## src/rtl/ysyx_22050710_mem_arb_pkg.sv

```systemverilog
// ----------------------------------------------------------------------------
// ysyx_22050710_mem_arb_pkg
//   Shared types for the IFU/LSU memory arbiter: FSM state encoding, request
//   owner encoding and the sizing helper for the optional WAIT timeout counter
//   (enabled by YSYX_22050710_ARB_TIMEOUT_EN).
// ----------------------------------------------------------------------------
package ysyx_22050710_mem_arb_pkg;

    typedef enum logic [1:0] {
        ST_IDLE  = 2'd0,
        ST_ISSUE = 2'd1,
        ST_WAIT  = 2'd2
    } state_e;

    typedef enum logic {
        OWNER_IF = 1'b0,
        OWNER_LS = 1'b1
    } owner_e;

    localparam int unsigned TIMEOUT_CNT_MIN_W = 8;

    // Timeout counter is at least 8 bits, wider only if the limit needs it.
    function automatic int unsigned timeout_cnt_w(input int unsigned limit);
        int unsigned need;
        need = $clog2(limit + 1);
        return (need > TIMEOUT_CNT_MIN_W) ? need : TIMEOUT_CNT_MIN_W;
    endfunction

endpackage

```

## src/rtl/ysyx_22050710_rr_pick2.sv

```systemverilog
// ----------------------------------------------------------------------------
// ysyx_22050710_rr_pick2
//   Two-way round-robin picker (combinational).
//   i_req        : request vector, bit 0 = IFU, bit 1 = LSU
//   i_last_grant : owner granted most recently
//   o_gnt        : one-hot grant (all zero when nothing requests)
// ----------------------------------------------------------------------------
module ysyx_22050710_rr_pick2
    import ysyx_22050710_mem_arb_pkg::*;
(
    input  logic [1:0] i_req,
    input  owner_e     i_last_grant,
    output logic [1:0] o_gnt
);

    always_comb begin
        o_gnt = '0;
        if (i_req == 2'b11) begin
            // Contention: the port that did not win last time goes first.
            o_gnt = (i_last_grant == OWNER_IF) ? 2'b10 : 2'b01;
        end else begin
            o_gnt = i_req;
        end
    end

endmodule

```

## src/rtl/ysyx_22050710_mem_arb.sv

```systemverilog
// ----------------------------------------------------------------------------
// ysyx_22050710_mem_arb
//   Shares one SRAM-style memory port between IFU (port 0, read only) and
//   LSU (port 1, load/store). One transaction outstanding at a time:
//   IDLE (arbitrate, latch) -> ISSUE (drive mem request) -> WAIT (await resp).
//   Ports:
//     i_clk / i_rst                 clock, async active-high reset
//     i_if_* / o_if_*               IFU request handshake and response
//     i_ls_* / o_ls_*               LSU request handshake and response
//     o_mem_* / i_mem_*             downstream request (latched) and response
//     o_busy                        FSM not in IDLE
//   Build option: YSYX_22050710_ARB_TIMEOUT_EN adds a WAIT watchdog that
//   answers the owner with resp_err=1 after TIMEOUT cycles; without it the
//   error outputs are constant 0 and WAIT lasts until a response arrives.
// ----------------------------------------------------------------------------
module ysyx_22050710_mem_arb
    import ysyx_22050710_mem_arb_pkg::*;
#(
    parameter int unsigned AW      = 32,
    parameter int unsigned DW      = 64,
    parameter int unsigned TIMEOUT = 255
) (
    input  logic            i_clk,
    input  logic            i_rst,

    input  logic            i_if_req_valid,
    output logic            o_if_req_ready,
    input  logic [AW-1:0]   i_if_addr,
    output logic            o_if_resp_valid,
    output logic [DW-1:0]   o_if_rdata,
    output logic            o_if_resp_err,

    input  logic            i_ls_req_valid,
    output logic            o_ls_req_ready,
    input  logic [AW-1:0]   i_ls_addr,
    input  logic            i_ls_wen,
    input  logic [DW-1:0]   i_ls_wdata,
    input  logic [DW/8-1:0] i_ls_wmask,
    output logic            o_ls_resp_valid,
    output logic [DW-1:0]   o_ls_rdata,
    output logic            o_ls_resp_err,

    output logic            o_mem_req_valid,
    input  logic            i_mem_req_ready,
    output logic [AW-1:0]   o_mem_addr,
    output logic            o_mem_wen,
    output logic [DW-1:0]   o_mem_wdata,
    output logic [DW/8-1:0] o_mem_wmask,
    input  logic            i_mem_resp_valid,
    input  logic [DW-1:0]   i_mem_rdata,

    output logic            o_busy
);

    localparam int unsigned MW = DW / 8;

    state_e          state_q, state_d;
    owner_e          owner_q, owner_d;
    owner_e          last_grant_q, last_grant_d;
    logic [AW-1:0]   addr_q, addr_d;
    logic            wen_q, wen_d;
    logic [DW-1:0]   wdata_q, wdata_d;
    logic [MW-1:0]   wmask_q, wmask_d;
    logic            mem_req_valid_q, mem_req_valid_d;
    logic            if_resp_valid_q, if_resp_valid_d;
    logic            ls_resp_valid_q, ls_resp_valid_d;
    logic [DW-1:0]   if_rdata_q, if_rdata_d;
    logic [DW-1:0]   ls_rdata_q, ls_rdata_d;

    logic [1:0]      gnt;
    logic            deliver;
    logic            deliver_err;
    logic [DW-1:0]   deliver_data;

`ifdef YSYX_22050710_ARB_TIMEOUT_EN
    localparam int unsigned CW = timeout_cnt_w(TIMEOUT);
    logic [CW-1:0]   cnt_q, cnt_d;
    logic            if_resp_err_q, if_resp_err_d;
    logic            ls_resp_err_q, ls_resp_err_d;
`endif

    ysyx_22050710_rr_pick2 u_pick (
        .i_req        ({i_ls_req_valid, i_if_req_valid}),
        .i_last_grant (last_grant_q),
        .o_gnt        (gnt)
    );

    always_comb begin
        state_d         = state_q;
        owner_d         = owner_q;
        last_grant_d    = last_grant_q;
        addr_d          = addr_q;
        wen_d           = wen_q;
        wdata_d         = wdata_q;
        wmask_d         = wmask_q;
        mem_req_valid_d = mem_req_valid_q;
        if_resp_valid_d = 1'b0;
        ls_resp_valid_d = 1'b0;
        if_rdata_d      = if_rdata_q;
        ls_rdata_d      = ls_rdata_q;
        o_if_req_ready  = 1'b0;
        o_ls_req_ready  = 1'b0;
        deliver         = 1'b0;
        deliver_err     = 1'b0;
        deliver_data    = '0;
`ifdef YSYX_22050710_ARB_TIMEOUT_EN
        cnt_d           = cnt_q;
        if_resp_err_d   = if_resp_err_q;
        ls_resp_err_d   = ls_resp_err_q;
`endif

        unique case (state_q)
            ST_IDLE: begin
                if (gnt[1]) begin
                    o_ls_req_ready  = 1'b1;
                    owner_d         = OWNER_LS;
                    last_grant_d    = OWNER_LS;
                    addr_d          = i_ls_addr;
                    wen_d           = i_ls_wen;
                    wdata_d         = i_ls_wdata;
                    wmask_d         = i_ls_wmask;
                    mem_req_valid_d = 1'b1;
                    state_d         = ST_ISSUE;
                end else if (gnt[0]) begin
                    o_if_req_ready  = 1'b1;
                    owner_d         = OWNER_IF;
                    last_grant_d    = OWNER_IF;
                    addr_d          = i_if_addr;
                    wen_d           = 1'b0;
                    wdata_d         = '0;
                    wmask_d         = '0;
                    mem_req_valid_d = 1'b1;
                    state_d         = ST_ISSUE;
                end
            end
            ST_ISSUE: begin
                if (i_mem_req_ready) begin
                    mem_req_valid_d = 1'b0;
                    state_d         = ST_WAIT;
`ifdef YSYX_22050710_ARB_TIMEOUT_EN
                    cnt_d           = '0;
`endif
                end
            end
            ST_WAIT: begin
                if (i_mem_resp_valid) begin
                    // A real response beats a timeout landing in the same cycle.
                    deliver      = 1'b1;
                    deliver_data = wen_q ? '0 : i_mem_rdata;
`ifdef YSYX_22050710_ARB_TIMEOUT_EN
                end else if (cnt_q + CW'(1) == CW'(TIMEOUT)) begin
                    deliver     = 1'b1;
                    deliver_err = 1'b1;
                end else begin
                    cnt_d = cnt_q + CW'(1);
`endif
                end
            end
            default: begin
                state_d = ST_IDLE;
            end
        endcase

        if (deliver) begin
            state_d = ST_IDLE;
            if (owner_q == OWNER_IF) begin
                if_resp_valid_d = 1'b1;
                if_rdata_d      = deliver_data;
`ifdef YSYX_22050710_ARB_TIMEOUT_EN
                if_resp_err_d   = deliver_err;
`endif
            end else begin
                ls_resp_valid_d = 1'b1;
                ls_rdata_d      = deliver_data;
`ifdef YSYX_22050710_ARB_TIMEOUT_EN
                ls_resp_err_d   = deliver_err;
`endif
            end
        end
    end

    always_ff @(posedge i_clk or posedge i_rst) begin
        if (i_rst) begin
            state_q         <= ST_IDLE;
            owner_q         <= OWNER_IF;
            last_grant_q    <= OWNER_IF;
            addr_q          <= '0;
            wen_q           <= 1'b0;
            wdata_q         <= '0;
            wmask_q         <= '0;
            mem_req_valid_q <= 1'b0;
            if_resp_valid_q <= 1'b0;
            ls_resp_valid_q <= 1'b0;
            if_rdata_q      <= '0;
            ls_rdata_q      <= '0;
`ifdef YSYX_22050710_ARB_TIMEOUT_EN
            cnt_q           <= '0;
            if_resp_err_q   <= 1'b0;
            ls_resp_err_q   <= 1'b0;
`endif
        end else begin
            state_q         <= state_d;
            owner_q         <= owner_d;
            last_grant_q    <= last_grant_d;
            addr_q          <= addr_d;
            wen_q           <= wen_d;
            wdata_q         <= wdata_d;
            wmask_q         <= wmask_d;
            mem_req_valid_q <= mem_req_valid_d;
            if_resp_valid_q <= if_resp_valid_d;
            ls_resp_valid_q <= ls_resp_valid_d;
            if_rdata_q      <= if_rdata_d;
            ls_rdata_q      <= ls_rdata_d;
`ifdef YSYX_22050710_ARB_TIMEOUT_EN
            cnt_q           <= cnt_d;
            if_resp_err_q   <= if_resp_err_d;
            ls_resp_err_q   <= ls_resp_err_d;
`endif
        end
    end

    assign o_if_resp_valid = if_resp_valid_q;
    assign o_if_rdata      = if_rdata_q;
    assign o_ls_resp_valid = ls_resp_valid_q;
    assign o_ls_rdata      = ls_rdata_q;
    assign o_mem_req_valid = mem_req_valid_q;
    assign o_mem_addr      = addr_q;
    assign o_mem_wen       = wen_q;
    assign o_mem_wdata     = wdata_q;
    assign o_mem_wmask     = wmask_q;
    assign o_busy          = (state_q != ST_IDLE);

`ifdef YSYX_22050710_ARB_TIMEOUT_EN
    assign o_if_resp_err   = if_resp_err_q;
    assign o_ls_resp_err   = ls_resp_err_q;
`else
    assign o_if_resp_err   = 1'b0;
    assign o_ls_resp_err   = 1'b0;
`endif

endmodule

```

## config.mk

```make
export PLATFORM = sky130hd
export DESIGN_NAME = ysyx_22050710_mem_arb
export DESIGN_NICKNAME = d
export VERILOG_FILES = /design/src/rtl/ysyx_22050710_mem_arb_pkg.sv /design/src/rtl/ysyx_22050710_rr_pick2.sv /design/src/rtl/ysyx_22050710_mem_arb.sv
export SDC_FILE = /design/constraint.sdc
export NUM_CORES = 1
export LEC_CHECK = 0
export BUFFER_PORTS_ARGS = -buffer_cell sky130_fd_sc_hd__buf_2
export CAP_MARGIN = 0
export CORE_AREA = 2 2 174 176
export CTS_BUF_LIST = sky130_fd_sc_hd__clkbuf_8
export CTS_CLUSTER_SIZE = 25
export DETAILED_ROUTE_END_ITERATION = 8
export DIE_AREA = 0 0 176 178
export GPL_ROUTABILITY_DRIVEN = 1
export SYNTH_ARGS = -nofsm -noshare
export SYNTH_HDL_FRONTEND = slang
export SYNTH_SLANG_ARGS = --single-unit
export TNS_END_PERCENT = 10
```

## constraint.sdc

```tcl
create_clock -name i_clk -period 11.43 [get_ports i_clk]
set_clock_uncertainty 0.1 [all_clocks]
set_input_delay 0 -clock i_clk [delete_from_list [all_inputs] [get_ports i_clk]]
set_output_delay 0 -clock i_clk [all_outputs]
set_load 0.05 [all_outputs]
```

== Word-level counts from Yosys, hierarchy flattened ==
Index checks and enable logic that the tools add are counted.

* Bits in registers: 239
* Output and inout port bits: 241
* Logic and storage cells: 63

* Equality and inequality tests: 8
* Multiplexer cells: 34
* Bitwise gates (word level): 1
* Reduce and logical (&&, ||, !) cells: 9

{| class="wikitable"
|+ Operator list
! operator !! number
|-
| two-way mux 64 bit || 5
|-
| two-way mux 32 bit || 2
|-
| two-way mux 1 bit || 17
|-
| two-way mux 8 bit || 2
|-
| two-way mux 2 bit || 6
|-
| != test 3 bit (second input constant) || 2
|-
| one-hot mux 2 bit (3 select lines) || 1
|-
| AND reduction 2 bit || 3
|-
| AND reduction 3 bit || 2
|-
| nonzero test 2 bit || 3
|-
| equality test 2 bit (second input constant) || 2
|-
| != test 2 bit (second input constant) || 2
|-
| != test 4 bit (second input constant) || 1
|-
| equality test 2 x 1 -> 1 bit (second input constant) || 1
|-
| zero test 2 bit || 1
|-
| one-hot mux 1 bit (2 select lines) || 1
|-
| inverter 1 bit || 1
|}

== Longest topological paths before layout ==
* Depth in word-level cells: 6
* Depth in mapped cells: 6
* Mapped depth without buffers: 3

== Hierarchy ==
A second synthesis with hierarchy kept.

* Cell total of the unflattened synthesis: 779
* Area total of the unflattened synthesis: 9,349.0 µm²

{| class="wikitable"
|+ By module, submodules not included
! module !! instances !! cells each !! area an instance (µm²) !! seq. area each (µm²)
|-
| ysyx_22050710_mem_arb || 1 || 776 || 9,330.2 || 5,980.7
|-
| ysyx_22050710_rr_pick2 || 1 || 3 || 18.8 || 0.0
|}

== Worst setup path before layout ==
OpenSTA, ideal clock, no wires.

* Kind: register to output
* From: register state_q[0]
* To: output port o_if_req_ready
* Arrival: 1.930 ns
* Path slack: 9.400 ns
* Cell stages (with the launch flop): 5
* Cell sequence: dfrtp_1 > nor2_4 > clkbuf_1 > inv_1 > nor2_1

* Word-level cells in the longest chain between the ends: 2

{| class="wikitable"
|+ RTL lines
! element !! line !! RTL
|-
| start, declared || ysyx_22050710_mem_arb.sv:57 || <nowiki>state_e state_q, state_d;</nowiki>
|-
| start signal, assigned || ysyx_22050710_mem_arb.sv:202 || <nowiki>state_q <= state_d;</nowiki>
|-
| zero test 2 bit || ysyx_22050710_mem_arb.sv:112 || <nowiki>unique case (state_q)</nowiki>
|-
| two-way mux 1 bit || ysyx_22050710_mem_arb.sv:112 ||
|-
| end, declared || ysyx_22050710_mem_arb.sv:27 || <nowiki>output logic o_if_req_ready,</nowiki>
|}

No other way between the ends.

== Worst setup path in the final report ==
* From: register state_q[1]
* To: register addr_q[23], in the netlist o_mem_addr[23]

* Word-level cells in the longest chain between the ends: 2

{| class="wikitable"
|+ RTL lines
! element !! line !! RTL
|-
| zero test 2 bit || ysyx_22050710_mem_arb.sv:112 ||
|-
| AND reduction 2 bit (no line) || -- ||
|-
| end signal, assigned || ysyx_22050710_mem_arb.sv:205 || <nowiki>addr_q <= addr_d;</nowiki>
|-
| end, declared || ysyx_22050710_mem_arb.sv:60 || <nowiki>logic [AW-1:0] addr_q, addr_d;</nowiki>
|}

No other way between the ends.
A chain may end at the register's enable or synchronous reset.

==> results.md <==
- Crit path time final: 3.35 ns
- Overall power: 4.63 mW
- Critical-path maximum fanout: 35
- Worst path arrival time: 3.65 ns
- R2R setup slack: 8.08 ns
- Nets: 1704
- YS warnings: 0
- CP Launch Type: register
- Status: complete, no violations
- Max Slew Vio Count: 0
- Global-route wire length before repair: 48400 um
- Distinct cells, synth: 26
- Die width: 176 um
- H-tree levels: 2
- PD cells: 317 mW/mm2
- Mapped Area: 0.00928 mm2
- Post-place setup slack: 8.61 ns
- Post-cts resize count: 0
- Post-Syn Instances: 856
- DR iter-0 viols: 447
- Worst-path clk slew: 0.06 ns
- Max-cap viol count: 0
- RSZ-0062 raised after global routing: false
- Largest net degree at the start of global routing: 109
- Max_slew headroom: 17.7%
- DR vias: 8859
- # rows: 63
- Layout Cells excl Fill: 1910
- Inst Count DP: 1630
- Die span in y: 178 um
- Lkg Pwr: 7.52 nW
- Worst-Margin Slew: 1.23 ns
- WP data required: 11.73 ns
- Area Growth Syn to Fin: 57.3%
- R2R Path Start: state_q[1]$_DFFE_PP0P_
- Final number of setup-violating endpoints: 0
- All-layer global routing usage: 19.6%
- Avg Cell Area, Syn: 10.8 um2
- Die area: 0.0313 mm2
- Final setup TNS: 0 ns
- Reg2Reg Depth: 4
- IO Count: 448
- Worst hold-check path type: in2async
- Clock root buffer: clkbuf_8
- Core area: 0.0294 mm2
- Initial Util: 31.5%
- Avg WL per Cell: 16.8 um
- Seq cells post-synth: 239
- GPL Wtd Cong: 0.774
- Commonest cells after routing, fill and taps aside: buf_2 (445), dfrtp_1 (239), dlygate4sd3_1 (215)
- Worst reg2reg endpoint: o_mem_addr[23]$_DFFE_PP0P_
- # port buffers: 445
- CP Class: reg2reg
- Fin worst setup slack: 8.08 ns
- Final period util: 29.3%
- Worst setup path startpoint: state_q[1]$_DFFE_PP0P_
- Fin Hold WS: 0.0700 ns
- First-pass DRT Iterations: 5
- DPL Wire Length: 20700 um
- Type of destination of the critical path: register
- CTS tree: yes
- Final hold violation count: 0
- Via density: 4.64
- Post-Route WL: 32000 um
- Most common cell after layout, fill and taps aside: buf_2
- Worst vdd ir: 0.000211 V
- Clk sink count: 239
- Vias in the first global route: 8799
- Clk_lat worst skew: 0.52 ns
- Total grt overflow: 0
- Share of cells above drive strength 1: 33.6%
- Drt drc: 0
- DRT antenna net count: 0
- Clock Tree Buf Depth: 3
- Max Clk Rate: 0.299 GHz
- CP endpoint: o_mem_addr[23]$_DFFE_PP0P_
- Initial antenna violation count: 0
- Register area share after synthesis: 64.5%
- CTS Buf Count: 40
## sequential cells by signal, summed over array words and instances, names as in the netlist
register,count
last_grant_q,1
o_if_rdata,64
o_if_resp_valid,1
o_ls_rdata,64
o_ls_resp_valid,1
o_mem_addr,32
o_mem_req_valid,1
o_mem_wdata,64
o_mem_wen,1
o_mem_wmask,8
state_q,2
## worst min-delay path by stage
stage	slack, ns	end
after global routing	0.1	o_mem_wdata[19]$_DFFE_PP0P_
after detailed placement	0.11	o_mem_wdata[34]$_DFFE_PP0P_
after floorplan	0.007	state_q[0]$_DFFE_PP0P_
final	0.07	o_mem_wdata[37]$_DFFE_PP0P_
after CTS	0.08	o_mem_wdata[49]$_DFFE_PP0P_
after global placement	0.11	o_mem_wdata[37]$_DFFE_PP0P_
## cells by family after synthesis
group / share of synthesized area [%]
buffers and inverters: 4.29
AO/OA/AOI/OAI: 18.1
AND/OR/NAND/NOR: 13.1
other: 0.0404
flip-flops: 64.5
## metal layers
layer	share of wire, %	track usage [%]	vias up	routed length (um)
li1	-	-	4221	-
met1	41	23.9	4167	13000
met2	48	32.9	390	15500
met3	6.7	4.58	81	2140
met4	4.3	9.02	0	1380
met5	0	0	-	0
## power by group
part / switching [mW] / internal (mW) / total [mW]
logic: 1.86 / 0.662 / 2.52
registers: 0.206 / 1.20 / 1.40
clock network: 0.335 / 0.370 / 0.704
total: 2.40 / 2.23 / 4.63
## cell type report
| type | count | area [um2] |
|---|---|---|
| fillers | 2668 | 14800 |
| flip-flops and latches | 239 | 5980 |
| repair buffers | 669 | 4450 |
| multi-input cells | 542 | 2930 |
| clock buffers | 47 | 647 |
| well taps | 390 | 488 |
| clock inverters | 17 | 72.6 |
| inverters | 5 | 26.3 |
| diodes | 1 | 2.50 |
## synthesized netlist by cell type (all sizes together)
master / instances / area share [%]
inv: 5 / 0.20
conb: 1 / 0.040
nand2b: 66 / 4.5
nor3: 1 / 0.11
nor2: 2 / 0.16
nand4b: 1 / 0.094
nand2: 195 / 7.9
clkbuf: 26 / 1.1
and2: 1 / 0.067
a22o: 73 / 6.9
o21ai: 131 / 7.1
dfrtp: 239 / 64
buf: 45 / 3.0
a31oi: 32 / 2.2
a21o: 1 / 0.081
a21oi: 32 / 1.7
a21bo: 1 / 0.11
a21boi: 1 / 0.081
nand4bb: 1 / 0.12
or2: 1 / 0.067
nand3b: 1 / 0.081
## worst max-delay path, cell delays in order, from the launching register on
cell,delay [ns]
dfrtp_1,0.50
nor2_4,0.69
and2_1,1.05
a31oi_1,0.23
dlygate4sd3_1,0.64
## through the flow
step / instance area, um2 / utilization [%]
3_3_place_gp: 11700 / 39.8
5_1_grt: 14600 / 49.6
3_5_place_dp: 11700 / 39.8
6_report: 14600 / 49.6
2_1_floorplan: 9280 / -
4_1_cts: 14600 / 49.6
## timing repair
item / in CTS / in global routing
setup buffers: 0 / 0
hold endpoints to repair: 343 / 0
hold buffers: 215 / 0
(Power assumes the default switching activity.)
